$ cat config.mk
export PLATFORM = sky130hd
export DESIGN_NAME = mac_layer_sched
export DESIGN_NICKNAME = d
export VERILOG_FILES = /design/src/rtl/mac_layer_sched.sv
export SDC_FILE = /design/constraint.sdc
export NUM_CORES = 1
export LEC_CHECK = 0
export ABC_AREA = 1
export ABC_CLOCK_PERIOD_IN_PS = 21600
export CAP_MARGIN = 25
export CORE_AREA = 2 2 231 233
export CTS_CLUSTER_DIAMETER = 120
export DETAILED_ROUTE_END_ITERATION = 16
export DIE_AREA = 0 0 233 235
export MAX_ROUTING_LAYER = met4
export RECOVER_POWER = 25
export SLEW_MARGIN = 0
export SYNTH_ARGS = -nofsm -noshare
export SYNTH_HDL_FRONTEND = slang
export SYNTH_SLANG_ARGS = --single-unit
$ cat constraint.sdc
create_clock -name clk -period 21.6 [get_ports clk]
set_input_delay 2.16 -clock clk [delete_from_list [all_inputs] [get_ports clk]]
set_output_delay 2.16 -clock clk [all_outputs]
set_load 0.1 [all_outputs]
$ cat src/rtl/mac_layer_sched.sv
// Layer sequencer: time-shares one MAC_ACC neuron across a layer,
// fetching weights per neuron and streaming results out.
module mac_layer_sched #(
    parameter int MAX_NEURONS = 16,
    parameter int ADDR_W      = 4,
    parameter int WAIT_CYC    = 4,
    parameter int RELU        = 1
) (
    input  logic              clk,
    input  logic              rst,
    input  logic              start,
    input  logic              abort,
    input  logic [ADDR_W:0]   layer_len,
    input  logic [127:0]      act_in,
    output logic              busy,
    output logic              done,
    output logic              w_rd_en,
    output logic [ADDR_W-1:0] w_addr,
    input  logic [127:0]      w_data,
    input  logic [7:0]        b_data,
    output logic [127:0]      mac_inA,
    output logic [127:0]      mac_inB,
    output logic [7:0]        mac_bias,
    output logic              mac_rdy,
    output logic              mac_rst,
    input  logic [21:0]       mac_res,
    output logic              res_valid,
    input  logic              res_ready,
    output logic [21:0]       res_data,
    output logic [ADDR_W-1:0] res_idx
);

    localparam int CW = $clog2(WAIT_CYC + 1);
    localparam logic [CW-1:0]   CNT_LAST = CW'(WAIT_CYC - 1);
    localparam logic [ADDR_W:0] LEN_MAX  = (ADDR_W + 1)'(MAX_NEURONS);

    typedef enum logic [2:0] {
        S_IDLE, S_LOAD, S_FETCH, S_RUN, S_CAPTURE, S_GAP, S_DONE
    } state_t;

    state_t              state_q, state_d;
    logic [ADDR_W-1:0]   idx_q, idx_d;
    logic [ADDR_W:0]     len_q, len_d;
    logic [CW-1:0]       cnt_q, cnt_d;
    logic [127:0]        ina_q, ina_d;
    logic [127:0]        inb_q, inb_d;
    logic [7:0]          bias_q, bias_d;
    logic [21:0]         res_q, res_d;
    logic                len_ok;
    logic                last_nrn;

    assign len_ok   = (layer_len != '0) && (layer_len <= LEN_MAX);
    assign last_nrn = ({1'b0, idx_q} == (len_q - (ADDR_W + 1)'(1)));

    always_ff @(posedge clk or posedge rst) begin
        if (rst) begin
            state_q <= S_IDLE;
            idx_q   <= '0;
            len_q   <= '0;
            cnt_q   <= '0;
            ina_q   <= '0;
            inb_q   <= '0;
            bias_q  <= '0;
            res_q   <= '0;
        end else begin
            state_q <= state_d;
            idx_q   <= idx_d;
            len_q   <= len_d;
            cnt_q   <= cnt_d;
            ina_q   <= ina_d;
            inb_q   <= inb_d;
            bias_q  <= bias_d;
            res_q   <= res_d;
        end
    end

    always_comb begin
        state_d   = state_q;
        idx_d     = idx_q;
        len_d     = len_q;
        cnt_d     = cnt_q;
        ina_d     = ina_q;
        inb_d     = inb_q;
        bias_d    = bias_q;
        res_d     = res_q;
        busy      = 1'b1;
        done      = 1'b0;
        w_rd_en   = 1'b0;
        mac_rdy   = 1'b0;
        mac_rst   = 1'b1;
        res_valid = 1'b0;
        unique case (state_q)
            S_IDLE: begin
                busy = 1'b0;
                if (start) begin
                    if (len_ok) begin
                        ina_d   = act_in;
                        len_d   = layer_len;
                        idx_d   = '0;
                        state_d = S_LOAD;
                    end else begin
                        state_d = S_DONE;
                    end
                end
            end
            S_LOAD: begin
                w_rd_en = 1'b1;
                state_d = S_FETCH;
            end
            S_FETCH: begin
                mac_rst = 1'b0;
                inb_d   = w_data;
                bias_d  = b_data;
                cnt_d   = '0;
                state_d = S_RUN;
            end
            S_RUN: begin
                mac_rst = 1'b0;
                mac_rdy = 1'b1;
                cnt_d   = cnt_q + CW'(1);
                if (cnt_q == CNT_LAST) begin
                    // MSB set means a negative sum
                    if (RELU != 0 && mac_res[21]) res_d = '0;
                    else res_d = mac_res;
                    state_d = S_CAPTURE;
                end
            end
            S_CAPTURE: begin
                mac_rst   = 1'b0;
                mac_rdy   = 1'b1;
                res_valid = 1'b1;
                if (res_ready) begin
                    if (last_nrn) begin
                        state_d = S_DONE;
                    end else begin
                        idx_d   = idx_q + ADDR_W'(1);
                        state_d = S_GAP;
                    end
                end
            end
            S_GAP: begin
                state_d = S_LOAD;
            end
            S_DONE: begin
                done    = 1'b1;
                state_d = S_IDLE;
            end
            default: begin
                state_d = S_IDLE;
            end
        endcase
        if (abort && state_q != S_IDLE) state_d = S_IDLE;
    end

    assign w_addr   = idx_q;
    assign res_idx  = idx_q;
    assign res_data = res_q;
    assign mac_inA  = ina_q;
    assign mac_inB  = inb_q;
    assign mac_bias = bias_q;

endmodule

==> results.md, run 1 <==
* IO Pins at slightly below 600
* Distinct cells, synth at 26
* Overflow after GRT at 0
* Share of layout cells above drive strength 1 at 0.0559
* Syn nets at ~1400
* Max Slew Vio Count at between 200 and 250
* Met2 wire len at 20.0 mm
* Wire length per cell at around 17 microns
* Worst hold path type: flop to flop
* Async SR Flop Fraction at 1.00
* Post-synth EDFFs at 0
* Via density at about 4.1
* PortBufs at 594
* Post-Syn Area at around 12000 sq um
* Most frequent cells after synthesis: dfrtp_1 (300), nand2_1 (202), inv_1 (154), mux2_1 (120), o21ai_1 (93)
* F_max at around 150 MHz
* Max-slew headroom at -2.08
* Worst path max stage delay at roughly 2500 ps
* Least-Margin Pin Slew at 4600 ps
* Clock transition at the registers of the reported paths at 60 ps
* CP required at ~22000 ps
* Later-pin clock latency in the skew report at 540 ps
* Resized cells post-CTS at 0
* Die Area at 54800 sq um
* Post-CTS Hold Fix Bufs at 0
* Clk sinks at 300
* Met3 WL at around 4.3 mm
* Part of the cycle the worst path needs at 0.305
* Area contributors post-synth: dfrtp_1 (63%), mux2_1 (11%), nand2_1 (6.3%), inv_1 (4.8%), o21ai_1 (3.9%)
* YS warnings at 0
* Area Growth Syn to Fin at 65.1%
* Final HPWL DP at a little over 30 mm
* # nets final at 1971
* Clock buffer count from CTS at 36
* CP max FO at 102
* Worst Path Arrival at ~7000 ps
* Top cell type's share of synthesized area at 0.627
* Clock tree buffer depth at 3
* Post-CTS setup buffer count at 0
* Setup crit start: rst
* Antenna violations before repair at 7
* Endpoints failing hold at 0
* Cells along the critical path: dlygate4sd3_1 > clkinvlp_2 > buf_4 > buf_4
* Filler Cells Inserted at a little over 5000
* Setup violations, final at 0
* Hold path startpoint: mac_inA[122]
* Top-count cell post-synth: dfrtp_1
* DR vias at about 10000
* Syn_area_per_cell at 11.0 sq um
* Outcome: finished with violations
* GPL Wtd Cong at 0.805
* Worst setup SP type: primary input
* Clock Skew at roughly 22 ps
* Detailed Route WL at a little over 40 mm
* Clk root buf: clkbuf_16
* H-Tree Depth at 2
* Area taken by flip-flops and latches at around 7500 sq um
* Setup tns final at 0 ps
* Critical path class: primary input to async pin
* Antenna Violating Nets Remaining at 0
* Failing checks: capacitance limit, slew limit
* Reg2reg start: state_q[2]
* Multi-input gate area at 3500 sq um
* Met1 Wirelength at around 15 mm
* Sequential fraction of the synthesis area at 0.627
* Starting Density at 0.229
* DRC errors left at 0
* Vias in the first global route at 10400
* RSZ-0062 raised after global routing: false
* Pin count of the biggest net entering global routing at approximately 110
* All-layer global routing usage at 0.148
* Gate Count Post-Synth at approximately 1100
* Die Wd at 233 microns
* Largest area contributor in the netlist: dfrtp_1
* CP endpoint kind: async pin
* Synth Flop Type: dfrtp_1
* CTS tree: done
* First-pass GRT wire length at roughly 60 mm
* Max-cap violations at 3
* Post-layout min period at 6590 ps
* Drt initial violations at between 300 and 400
* Num rows at 84
* Die height at 235 microns
* Top Layer Used: met4
* Drt pass-1 iters at 4
* Core area at ~52000 sq um
* Cell mode on critical path: buf_4
* Worst path slowest cell: clkinvlp_2
* Yosys reg bits at 300
## final timing paths
check                                to  depth (start not counted)  slack, ps
min in group asynchronous  res_data[10]                          2       3460
max reg2reg                 mac_inB[38]                          4      15250
min reg2reg                mac_inA[122]                          2        480
max                          mac_inB[1]                          4      15010
min                        mac_inA[122]                          2        480
max in group clk            mac_inB[38]                          4      15250
## through the flow
stage          utilization  std cells  worst slack [ps]  area [sq um]  hold slack (ps)
2_1_floorplan            -       1086             11150         12000              459
3_3_place_gp         0.354       2319             16470         18500              466
3_5_place_dp         0.355       2321             16440         18600              476
4_1_cts              0.379       2386             16430         19800              491
5_1_grt              0.379       2392             13910         19800              503
6_report             0.379       2395             15010         19800              484
## per-layer routing
metal	up-vias	track usage
li1	4641	-
met4	0	0.0452
met3	71	0.0596
met1	4626	0.152
met5	-	-
met2	414	0.257
## state kept, by name, summed over array words and instances, names as in the netlist
signal,cells
cnt_q,3
len_q,5
mac_bias,8
mac_inA,128
mac_inB,128
res_data,21
res_idx,4
state_q,3
## critical path, delay by kind of cell
| family | cells | cell delay (ps) |
|---|---|---|
| buf+inv | 4 | 4880 |
## logic make-up after synthesis
kind of cell | after synthesis | share of synthesized area
muxes | 136 | 0.128
xor gates and xnor gates | 2 | 0.00146
buffers and inverters | 215 | 0.0807
and+or+nand+nor | 267 | 0.0914
DFF | 300 | 0.627
other | 1 | 0.000313
AOI/OAI and AO/OA | 161 | 0.0676
adders and majority gates | 4 | 0.00418
## cell type report
cell class,instances,area share
Clock buffer,52,0.0538
Tap cell,688,0.0435
Inverter,158,0.0300
Clock inverter,13,0.00923
Multi-Input combinational cell,571,0.177
Sequential cell,300,0.380
Timing Repair Buffer,604,0.306
Antenna cell,9,0.00114
## layout by cell type (no fill, tap or decap), types with 2 or more instances in the layout
| master | n |
|---|---|
| nand2_1 | 203 |
| nand4_1 | 2 |
| dlygate4sd3_1 | 63 |
| inv_1 | 153 |
| nor2_1 | 17 |
| clkinv_2 | 6 |
| o21ai_1 | 93 |
| o21ai_0 | 63 |
| mux2_1 | 120 |
| nand2_2 | 3 |
| clkbuf_1 | 10 |
| dfrtp_1 | 300 |
| nand3_1 | 38 |
| bufinv_16 | 4 |
| mux2_2 | 16 |
| inv_2 | 4 |
| ha_1 | 4 |
| buf_4 | 9 |
| nor2_4 | 2 |
| clkdlybuf4s50_1 | 528 |
| diode_2 | 9 |
| buf_16 | 2 |
| clkbuf_8 | 6 |
| a21oi_1 | 3 |
| clkbuf_16 | 38 |
Power of run 1 is left out: the tool's default activity adds up to more than one toggle a clock period on the data nets, which glitch-free logic cannot reach.
==> inputs of run 2 (changes only) <==
- ABC_CLOCK_PERIOD_IN_PS: 21600 -> 5800
- clock period: 21.6 -> 5.8 ns (I/O delays scaled with it)
==> run 2 against run 1 <==
  * The flow still finishes with violations (capacitance limit, slew limit)
  * Utilization grew 0.10 points
  * Cell area increased by 0.27%
  * Clock skew down 13 ps
  * First-iteration DRC count down 13%
  * Critical path depth is the same
  * Sequential cell count did not move
  * Critical endpoint is now mac_rdy
==> results.md, run 2 (synthesis results as in run 1) <==
* Outcome: finished with violations
* Failing checks: capacitance limit, slew limit
* CTS tree: done
* Num rows at 84 (unchanged)
* CP required at 5220 ps (-16950 ps)
* DRC errors left at 0 (unchanged)
* Setup violations, final at 0 (unchanged)
* Clock tree buffer depth at 3 (unchanged)
* Hold slack at 484 ps (+0.127 ps)
* Vias in the first global route at 10200 (-1.9%)
* Reg2reg start: state_q[2]
* Post-CTS setup buffer count at 0 (unchanged)
* R2r setup slk at 3010 ps (-12240 ps)
* Wire length per cell at 16.8 microns (about the same)
* Max Slew Vio Count at 137 (-44%)
* Detailed Route WL at 40.4 mm (+0.32%)
* Share of layout cells above drive strength 1 at 0.0578 (+0.00183)
* DR vias at 9746 (-0.062%)
* Pin count of the biggest net entering global routing at 200 (+80%)
* Later-pin clock latency in the skew report at 540 ps (about the same)
* Die Wd at 233 microns (unchanged)
* CP endpoint: mac_rdy
* Endpoints failing hold at 0 (unchanged)
* Most frequent cells in the layout: clkdlybuf4s50_1 (590), dfrtp_1 (300), nand2_1 (202), inv_1 (153), mux2_1 (120)
* Antenna Violating Nets Remaining at 0 (unchanged)
* R2r endpoint: res_data[17]
* Worst hold path type: flop to flop
* Most common cell after layout, fill and taps aside: clkdlybuf4s50_1
* Worst setup SP type: flop
* Die Area at 54800 sq um (unchanged)
* Post-route cell area at 19800 sq um (+0.27%)
* Clock buffer count from CTS at 36 (unchanged)
* Post-CTS Hold Fix Bufs at 0 (unchanged)
* Max-slew headroom at -1.32 (+0.762)
* # nets final at 1971 (unchanged)
* Via density at 4.06 (-0.31%)
* Area Growth Syn to Fin at 65.5%
* WHS Path Cells at 2 (unchanged)
* CP endpoint kind: output port
* First-pass GRT wire length at 60.0 mm (-0.32%)
* Part of the cycle the worst path needs at 0.705
* Clock Skew at 9.36 ps (-12.5 ps)
* Overflow after GRT at 0 (unchanged)
* R2R depth at 6 (+2)
* Setup tns final at 0 ps (unchanged)
* GPL Wtd Cong at 0.781 (-3.0%)
* Clock transition at the registers of the reported paths at 50 ps (about the same)
* All-layer global routing usage at 0.149 (+0.00155)
* Die height at 235 microns (unchanged)
* Core area at 52200 sq um (unchanged)
* CP max FO at 27 (-74%)
* Clk root buf: clkbuf_16
* Resized cells post-CTS at 0 (unchanged)
* Drt initial violations at 330 (-13%)
* RSZ-0062 raised after global routing: false
* Final HPWL DP at 31.0 mm (+0.52%)
* Critical path class: flop to output port
* H-Tree Depth at 2 (unchanged)
* Post-layout min period at 4090 ps
* Drt pass-1 iters at 4 (unchanged)
* Least-Margin Pin Slew at 3480 ps (-1120 ps)
* Worst Path Arrival at 3510 ps (-3650 ps)
* PortBufs at 594 (unchanged)
* Starting Density at 0.229 (unchanged)
* Setup crit start: state_q[2]
* Clk sinks at 300 (unchanged)
* Max-cap violations at 1 (-2)
* F_max at roughly 240 MHz
* IO Pins at 596 (unchanged)
* Post-DP Area at 18600 sq um (+0.42%)
* Antenna violations before repair at 19 (+12)
## run 2: how the worst min path moves through the flow
stage | slack [ps] | to | start
finish | 480 | mac_inA[116] | mac_inA[116]
detailed placement | 470 | mac_inA[10] | mac_inA[10]
global placement | 470 | mac_inA[117] | mac_inA[117]
floorplan | 460 | len_q[1] | len_q[1]
CTS | 490 | mac_inA[10] | mac_inA[10]
global route | 500 | mac_inB[110] | mac_inB[110]
## run 2: worst max-delay path: stages (launching register included)
cell	delay (ps)
dfrtp_1	460
nor2_1	510
nand2_1	620
nand2_1	230
clkdlybuf4s50_1	1160
## run 2: area by class of cell
class	instances	area (sq um)
inverters	158	594
fillers	5189	32400
well taps	688	861
clock buffers	51	1060
clock inverters	12	130
flip-flops and latches	300	7510
diodes	17	42.5
repair buffers	604	6120
multi-input cells	571	3520
## run 2: per-layer routing
| metal | part of all wire | track usage | vias to the layer above |
|---|---|---|---|
| met3 | 0.10 | 0.0596 | 89 |
| met4 | 0.050 | 0.0670 | 0 |
| met5 | 0 | - | - |
| met2 | 0.50 | 0.264 | 439 |
| met1 | 0.34 | 0.141 | 4569 |
| li1 | - | - | 4649 |
## run 2: through the flow
stage | worst slack, ps | utilization | instances
after floorplan | 1230 | - | 1086
after global placement | 2690 | 0.354 | 2316
after detailed placement | 2620 | 0.357 | 2321
after CTS | 2020 | 0.379 | 2384
after global routing | 1130 | 0.379 | 2396
final | 1710 | 0.380 | 2401
Power of run 2 is left out for the same reason.
